==> config.mk <==
export PLATFORM = sky130hd
export DESIGN_NAME = alu_issue
export DESIGN_NICKNAME = d
export VERILOG_FILES = /design/src/rtl/alu_issue.sv
export SDC_FILE = /design/constraint.sdc
export NUM_CORES = 1
export LEC_CHECK = 0
export ABC_AREA = 1
export BUFFER_PORTS_ARGS = -buffer_cell sky130_fd_sc_hd__clkbuf_2
export CORE_MARGIN = 10
export CORE_UTILIZATION = 45
export CTS_BUF_LIST = sky130_fd_sc_hd__clkbuf_2
export CTS_CLUSTER_SIZE = 16
export DETAILED_ROUTE_END_ITERATION = 12
export HOLD_SLACK_MARGIN = 0.1
export PLACE_DENSITY = 0.8
export SLEW_MARGIN = 40
export SYNTH_ARGS = -nofsm -noshare
export SYNTH_HDL_FRONTEND = slang
export SYNTH_SLANG_ARGS = --single-unit
==> constraint.sdc <==
create_clock -name clk -period 1.95 [get_ports clk]
set_clock_uncertainty 0.05 [all_clocks]
set_input_delay 0.2925 -clock clk [delete_from_list [all_inputs] [get_ports clk]]
set_output_delay 0.2925 -clock clk [all_outputs]
set_load 0.005 [all_outputs]
==> src/rtl/alu_issue.sv <==
// RV32I decode/issue stage feeding ALU operands (A, B, FS) through a 2-entry skid buffer.
// Decode is combinational on the input side; only decoded fields are registered.
module alu_issue #(
  parameter int XLEN = 32
) (
  input  logic            clk,
  input  logic            rst_n,
  input  logic            flush,
  input  logic            in_valid,
  output logic            in_ready,
  input  logic [31:0]     in_instr,
  input  logic [XLEN-1:0] in_pc,
  input  logic [XLEN-1:0] in_rs1_data,
  input  logic [XLEN-1:0] in_rs2_data,
  output logic            out_valid,
  input  logic            out_ready,
  output logic [XLEN-1:0] out_a,
  output logic [XLEN-1:0] out_b,
  output logic [3:0]      out_fs,
  output logic [4:0]      out_rd,
  output logic            out_wb_en,
  output logic            out_branch,
  output logic            out_br_inv,
  output logic            out_illegal
);

  typedef struct packed {
    logic [XLEN-1:0] a;
    logic [XLEN-1:0] b;
    logic [3:0]      fs;
    logic [4:0]      rd;
    logic            wb_en;
    logic            branch;
    logic            br_inv;
    logic            illegal;
  } entry_t;

  localparam logic [6:0] OPC_OP     = 7'b0110011;
  localparam logic [6:0] OPC_OP_IMM = 7'b0010011;
  localparam logic [6:0] OPC_LUI    = 7'b0110111;
  localparam logic [6:0] OPC_AUIPC  = 7'b0010111;
  localparam logic [6:0] OPC_BRANCH = 7'b1100011;

  // funct3 to FS for the shared OP / OP-IMM arithmetic group (funct7 = 0 flavour)
  function automatic logic [3:0] arith_fs(input logic [2:0] f3);
    case (f3)
      3'b000:  arith_fs = 4'd3;
      3'b001:  arith_fs = 4'd0;
      3'b010:  arith_fs = 4'd12;
      3'b011:  arith_fs = 4'd13;
      3'b100:  arith_fs = 4'd7;
      3'b101:  arith_fs = 4'd1;
      3'b110:  arith_fs = 4'd6;
      default: arith_fs = 4'd5;
    endcase
  endfunction

  logic [6:0] opcode;
  logic [2:0] funct3;
  logic [6:0] funct7;
  logic       legal;
  entry_t     dec_p0;

  assign opcode = in_instr[6:0];
  assign funct3 = in_instr[14:12];
  assign funct7 = in_instr[31:25];

  // Stage p0: combinational decode of the incoming instruction
  always_comb begin
    dec_p0         = '0;
    dec_p0.a       = in_rs1_data;
    dec_p0.fs      = 4'd8;
    dec_p0.rd      = in_instr[11:7];
    legal          = 1'b0;
    case (opcode)
      OPC_OP: begin
        dec_p0.b = in_rs2_data;
        if (funct7 == 7'b0000000) begin
          dec_p0.fs = arith_fs(funct3);
          legal     = 1'b1;
        end else if (funct7 == 7'b0100000 && funct3 == 3'b000) begin
          dec_p0.fs = 4'd4;
          legal     = 1'b1;
        end else if (funct7 == 7'b0100000 && funct3 == 3'b101) begin
          dec_p0.fs = 4'd2;
          legal     = 1'b1;
        end
      end
      OPC_OP_IMM: begin
        dec_p0.b  = {{(XLEN-12){in_instr[31]}}, in_instr[31:20]};
        dec_p0.fs = arith_fs(funct3);
        legal     = 1'b1;
        if (funct3 == 3'b001 || funct3 == 3'b101) begin
          dec_p0.b = {{(XLEN-5){1'b0}}, in_instr[24:20]};
          if (funct7 == 7'b0100000 && funct3 == 3'b101) dec_p0.fs = 4'd2;
          else if (funct7 != 7'b0000000)                legal     = 1'b0;
        end
      end
      OPC_LUI: begin
        dec_p0.b  = {in_instr[31:12], 12'b0};
        dec_p0.fs = 4'd9;
        legal     = 1'b1;
      end
      OPC_AUIPC: begin
        dec_p0.a  = in_pc;
        dec_p0.b  = {in_instr[31:12], 12'b0};
        dec_p0.fs = 4'd3;
        legal     = 1'b1;
      end
      OPC_BRANCH: begin
        dec_p0.b      = in_rs2_data;
        dec_p0.branch = 1'b1;
        dec_p0.br_inv = funct3[0];
        legal         = (funct3[2:1] != 2'b01);
        case (funct3[2:1])
          2'b00:   dec_p0.fs = 4'd14;
          2'b10:   dec_p0.fs = 4'd12;
          default: dec_p0.fs = 4'd13;
        endcase
      end
      default: legal = 1'b0;
    endcase
    // Unsupported encodings still issue, as a pass-A with no side effects
    if (!legal) begin
      dec_p0.a      = in_rs1_data;
      dec_p0.b      = '0;
      dec_p0.fs     = 4'd8;
      dec_p0.branch = 1'b0;
      dec_p0.br_inv = 1'b0;
    end
    dec_p0.illegal = !legal;
    dec_p0.wb_en   = legal && !dec_p0.branch && (dec_p0.rd != 5'd0);
  end

  entry_t out_ent_p1;
  entry_t skid_ent_p1;
  logic   vld_p1;
  logic   skid_vld_p1;
  logic   in_xfer;
  logic   out_xfer;

  assign in_ready = !skid_vld_p1;
  assign in_xfer  = in_valid && !skid_vld_p1;
  assign out_xfer = vld_p1 && out_ready;

  // Stage p1: output register plus skid register, drained in arrival order
  always_ff @(posedge clk or negedge rst_n) begin
    if (!rst_n) begin
      vld_p1      <= 1'b0;
      skid_vld_p1 <= 1'b0;
      out_ent_p1  <= '0;
      skid_ent_p1 <= '0;
    end else if (flush) begin
      vld_p1      <= 1'b0;
      skid_vld_p1 <= 1'b0;
    end else if (!vld_p1) begin
      if (in_xfer) begin
        out_ent_p1 <= dec_p0;
        vld_p1     <= 1'b1;
      end
    end else if (!skid_vld_p1) begin
      if (in_xfer && out_xfer) begin
        out_ent_p1 <= dec_p0;
      end else if (in_xfer) begin
        skid_ent_p1 <= dec_p0;
        skid_vld_p1 <= 1'b1;
      end else if (out_xfer) begin
        vld_p1 <= 1'b0;
      end
    end else if (out_xfer) begin
      out_ent_p1  <= skid_ent_p1;
      skid_vld_p1 <= 1'b0;
    end
  end

  assign out_valid   = vld_p1;
  assign out_a       = out_ent_p1.a;
  assign out_b       = out_ent_p1.b;
  assign out_fs      = out_ent_p1.fs;
  assign out_rd      = out_ent_p1.rd;
  assign out_wb_en   = out_ent_p1.wb_en;
  assign out_branch  = out_ent_p1.branch;
  assign out_br_inv  = out_ent_p1.br_inv;
  assign out_illegal = out_ent_p1.illegal;

endmodule

# == Word-level counts from Yosys, hierarchy flattened ==
# Index checks and enable logic that the tools add are counted.
# totals
elab_cells,93
inputBits,133
regBits,156
# op_classes
n_mux,35
eq_ne,16
bitwise,3
reduce_logical,21
# op_table
operator,count
$mux W77,5
$pmux W36 S5,1
$mux W68,1
$mux W36,1
$mux W32,1
$pmux W4 S7,1
$eq A7 B6 Y1 const B,3
$mux W1,17
$mux W4,4
$eq A7 B5 Y1 const B,2
$eq A3 B3 Y1 const B,3
$eq A7 B7 Y1 const B,1
$logic_and A1 B1 Y1,7
$logic_not A7 Y1,1
$reduce_bool A7 Y1,1
$eq A3 B2 Y1 const B,2
$reduce_and A5 Y1,1
$reduce_bool A5 Y1,1
$mux W2,2
$pmux W1 S4,1
$pmux W2 S2,1
$reduce_and A4 Y1,1
$reduce_bool A2 Y1,2
$eq A3 B1 Y1 const B,1
other kinds (10),14

# == Depth between registers and ports, before layout ==
# depth
ltp_word,13
ltp_mapped,14
ltp_nobuf,13

# == Least setup slack after synthesis ==
# No wires, ideal clock.
# synth_path
path_type,reg2reg
start,"register vld_p1, in the netlist out_valid"
end,"register out_ent_p1, in the netlist out_b[24]"
setup_ns,0.116
slack_ns,0.317
arrival_ns,1.466
t_required_ns,1.784
stages_incl_launch_ff,9
path_buffers,2
path_cell_list,dfrtp_1 > nand2_1 > o21ai_0 > nor2_2 > inv_2 > buf_2 > buf_2 > nand2_1 > nand2_1
# synth_via
elab_chain_len,4
word_cells_on_any_way,7
classes_between,eq/ne (2); mux (1); reduce/logical (4)
# synth_lines
item,line_no,text
"start, declared",137,logic vld_p1;
"start signal, assigned",149,vld_p1 <= 1'b0;
"start signal, assigned",154,vld_p1 <= 1'b0;
"start signal, assigned",159,vld_p1 <= 1'b1;
$logic_and A1 B1 Y1,144,assign out_xfer = vld_p1 && out_ready;
$logic_and A1 B1 Y1,162,if (in_xfer && out_xfer) begin
$ne A3 B1 Y1 (no source line),--,
$reduce_and A4 Y1 (no source line),--,
"end signal, assigned",158,out_ent_p1 <= dec_p0;
"end signal, assigned",163,out_ent_p1 <= dec_p0;
"end signal, assigned",171,out_ent_p1 <= skid_ent_p1;
"end, declared",135,entry_t out_ent_p1;
# Several ways; a longest one is shown, not always the timed one.
# A chain may end at the register's enable or synchronous reset.

# == Final worst setup path ==
# layout_path
start,input port in_instr[4]
end,"register out_ent_p1, in the netlist out_b[7]"
# layout_via
elab_chain_len,7
word_cells_on_any_way,13
classes_between,eq/ne (5); mux (7); reduce/logical (1)
# layout_lines
item,line_no,text
"start, declared",11,"input logic [31:0] in_instr,"
$eq A7 B5 Y1 / $eq A7 B6 Y1 (equally long branches),75,case (opcode)
$reduce_or A2 Y1 (no source line),--,
$pmux W1 S4,75,
$mux W68 (*),124,if (!legal) begin
$mux W77,162,
$mux W77,161,end else if (!skid_vld_p1) begin
$mux W77 (*),156,end else if (!vld_p1) begin
# Mark *: on every way between the ends. The rest lies on a longest branch, timed or not. The select of a mux whose other input is x is not followed.

==> flow_metrics.env <==
export IMPL_min_period_ps=2040
export IMPL_grt_pass1_wl_um=47100
export IMPL_slowest_delay_ps=600
export IMPL_fp_row_count=48
export IMPL_dp_cells=1488
export IMPL_cts_made_buffers=17
export IMPL_reg2reg_from="skid_vld_p1$_DFFE_PN0P_"
export IMPL_p_sw_share_pct=33.1
export IMPL_p_sw_uw=2440
export IMPL_clk_pin_slew_ps=240
export IMPL_final_common_cell="nand2_1"
export IMPL_synth_fa_ha_area_share_pct=0
export IMPL_die_h_um=152
export IMPL_finalSetupViolCount=18
export IMPL_antenna_left=0
export IMPL_antenna_found_initial=4
export IMPL_dieArea_sq_um=23200
export IMPL_areaGrowthSynthToFinish_pct=42.5
export IMPL_fin_cells=1677
export IMPL_r2r_end="out_a[8]$_DFFE_PN0P_"
export IMPL_seqPwrFrac_pct=54.1
export IMPL_track_usage_pct=24.5
export IMPL_path_buf_inv=6
export IMPL_ys_seq_area_share_pct=49.5
export IMPL_max_clock_freq_mhz=491
export IMPL_initial_utilization_pct=45.8
export IMPL_crit_fanout=8
export IMPL_finalCritPeriodShare_pct=105
export IMPL_power_leakage_uw=0.00607
export IMPL_cp_cell_sequence="clkbuf_2, inv_1, dlygate4sd3_1, nand3_4, a21oi_4, buf_12, clkbuf_16, nand2_1, o21ai_0, dlygate4sd3_1, nand2_1, nand2_1, nand2_1, nand2_1"
export IMPL_whs_endpoint="out_illegal$_DFFE_PN0P_"
export IMPL_place_area_sq_um=9360
export IMPL_via_per_inst=5.39
export IMPL_synth_xor_area_share_pct=0
export IMPL_holdPathStages=8
export IMPL_gp_congestion=0.881
export IMPL_p_clk_share_pct=23.3
export IMPL_reg2reg_slack_ps=130
export IMPL_power_per_cell_area_nw_per_um2=658
export IMPL_tritoncts="built"
export IMPL_syn_inst=1090
export IMPL_crit_path_top_delay_cell="dlygate4sd3_1"
export IMPL_first_pass_iters=5
export IMPL_syn_area_sq_um=7890
export IMPL_drive_gt1_share_pct=20.4
export IMPL_endpoint_kind="flop"
export IMPL_cts_sinks=156
export IMPL_crit_top_cell="nand2_1"
export IMPL_muxShareOfSynthArea_pct=0
export IMPL_grt_max_degree=76
export IMPL_crit_family="buffers and inverters"
export IMPL_outcome="finished with violations"
export IMPL_ys_warn_count=0
export IMPL_intPower_uw=4950
export IMPL_synth_net_count=1223
export IMPL_cts_root_buf="clkbuf_2"
export IMPL_nets=1571
export IMPL_setup_slack_ps=-88.1
export IMPL_worstHoldPathType="primary input to flop"
export IMPL_drv_slew=0
export IMPL_cp_start_kind="primary input"
export IMPL_cap_violations=0
export IMPL_wirelength_um=29800
export IMPL_peakVddDrop_uv=440
export IMPL_ys_types=27
export IMPL_grt_overflow_total=0
export IMPL_critical_path_class="primary input to flop"
export IMPL_vias=9042
export IMPL_hold_viol_final=0
export IMPL_synth_compound_area_share_pct=13.1
export IMPL_hold_path_startpoint="in_instr[4]"
export IMPL_clockBufferDepth=2
export IMPL_slew_headroom_pct=67.9
export IMPL_synth_simple_area_share_pct=31.9
export IMPL_synth_top_family_by_area="simple AND/OR/NAND/NOR gates"
export IMPL_core_area_sq_um=17200
export IMPL_critPathArrivalTime_ps=2690
export IMPL_synth_area_per_cell_sq_um=7.24
export IMPL_h_tree_depth=4
export IMPL_drtIter0Drc=866
export IMPL_ios=212
export IMPL_dp_hpwl_um=17500
export IMPL_final_cell_mix="nand2_1, clkbuf_2, dfrtp_1"
export IMPL_detail_route_wl_per_cell_um=17.8
export IMPL_required_ps=2600
export IMPL_violations="setup timing"
export IMPL_floorplan_die_width_um=152
export IMPL_worst_pin_slew_ps=482
export IMPL_p_comb_share_pct=22.6
export IMPL_r2r_cells=8
export IMPL_clock_latency_ps=740
export IMPL_design_area_sq_um=11200
export IMPL_ys_seq_elements=156
export IMPL_grt_pass1_vias=9053
export IMPL_placement_io_buffers=211
export IMPL_route_detailed_drc=0
-- metal layers --
metal | share of wire, % | vias up | global-route usage [%]
li1 | - | 4205 | -
met1 | 38 | 4105 | 30.0
met2 | 46 | 640 | 38.3
met3 | 13 | 92 | 9.46
met4 | 3.4 | 0 | 9.22
met5 | 0 | - | 0
-- state kept, by name, summed over array words and instances, names as in the netlist --
signal	count
skid_ent_p1	77
out_a	32
out_b	32
out_rd	5
out_fs	4
out_br_inv	1
out_branch	1
out_illegal	1
out_valid	1
out_wb_en	1
skid_vld_p1	1
-- timing repair --
item                                    in CTS  in global routing
endpoints found under the setup margin       0                 75
resized for setup                            0                 12
hold endpoints to repair                   310                 11
buffers inserted                             0                  1
hold buffers                               151                  6
-- synthesized netlist by cell type (all sizes together) --
cell type / count / share of area (%)
nand2: 425 / 20
nor2: 160 / 7.8
dfrtp: 156 / 49
o21ai: 124 / 7.9
clkbuf: 50 / 2.4
nand3: 48 / 3.1
inv: 37 / 1.8
a31oi: 36 / 2.9
buf: 16 / 1.3
o211ai: 15 / 1.4
a21oi: 13 / 0.87
nor3: 3 / 0.40
clkinv: 2 / 0.095
nand4: 2 / 0.16
a211oi: 1 / 0.095
nand3b: 1 / 0.095
nor4: 1 / 0.079
-- worst reg2reg max path: stages (launching register included) --
cell and delay [ps]:
dfrtp_2 470, inv_1 70, nand3_1 140, o21ai_0 130, nor2_2 190, clkinv_2 150, buf_4 270, nand2_1 130
o21ai_0 120
-- cell families after synthesis --
logic type	count (synthesis)
AND/OR/NAND/NOR	640
AO/OA/AOI/OAI	189
flip-flops	156
buffers and inverters	105
-- how the worst max path moves through the flow --
stage,start,endpoint,depth (start not counted)
6_report,in_instr[4],out_b[7]$_DFFE_PN0P_,14
5_1_grt,in_instr[5],out_b[7]$_DFFE_PN0P_,13
4_1_cts,in_instr[5],out_b[29]$_DFFE_PN0P_,12
3_5_place_dp,in_instr[1],out_b[26]$_DFFE_PN0P_,12
3_3_place_gp,in_instr[1],out_b[26]$_DFFE_PN0P_,12
2_1_floorplan,out_valid$_DFF_PN0_,out_b[24]$_DFFE_PN0P_,8
-- power groups by stage --
stage / Sequential [uW] / Clock, uW / Combinational [uW]
floorplan: 3990 / 0 / 684
global placement: 4020 / 0 / 1350
detailed placement: 4030 / 0 / 1400
CTS: 3980 / 1750 / 1600
global route: 4040 / 1900 / 1870
finish: 4000 / 1720 / 1670
-- through the flow --
step | setup slack [ps] | hold WS, ps | power (uW) | TNS, ps | util [%]
final | -88.1 | 136 | 7400 | -510 | 65.2
after global routing | -83.6 | 135 | 7810 | -425 | 65.2
after CTS | 49.1 | 102 | 7320 | 0 | 64.3
after detailed placement | 34.0 | 201 | 5430 | 0 | 54.3
after global placement | 72.2 | 203 | 5370 | 0 | 54.3
after floorplan | 317 | -53.1 | 4670 | 0 | -
-- area by class of cell --
| class | count | area, sq um |
|---|---|---|
| Antenna cell | 2 | 5.00 |
| Clock buffer | 18 | 90.1 |
| Clock inverter | 13 | 118 |
| Fill cell | 1372 | 5990 |
| Inverter | 39 | 150 |
| Multi-Input combinational cell | 829 | 3600 |
| Sequential cell | 156 | 3910 |
| Tap cell | 225 | 282 |
| Timing Repair Buffer | 395 | 3100 |
Note: power is estimated with default switching activity, not from simulation.
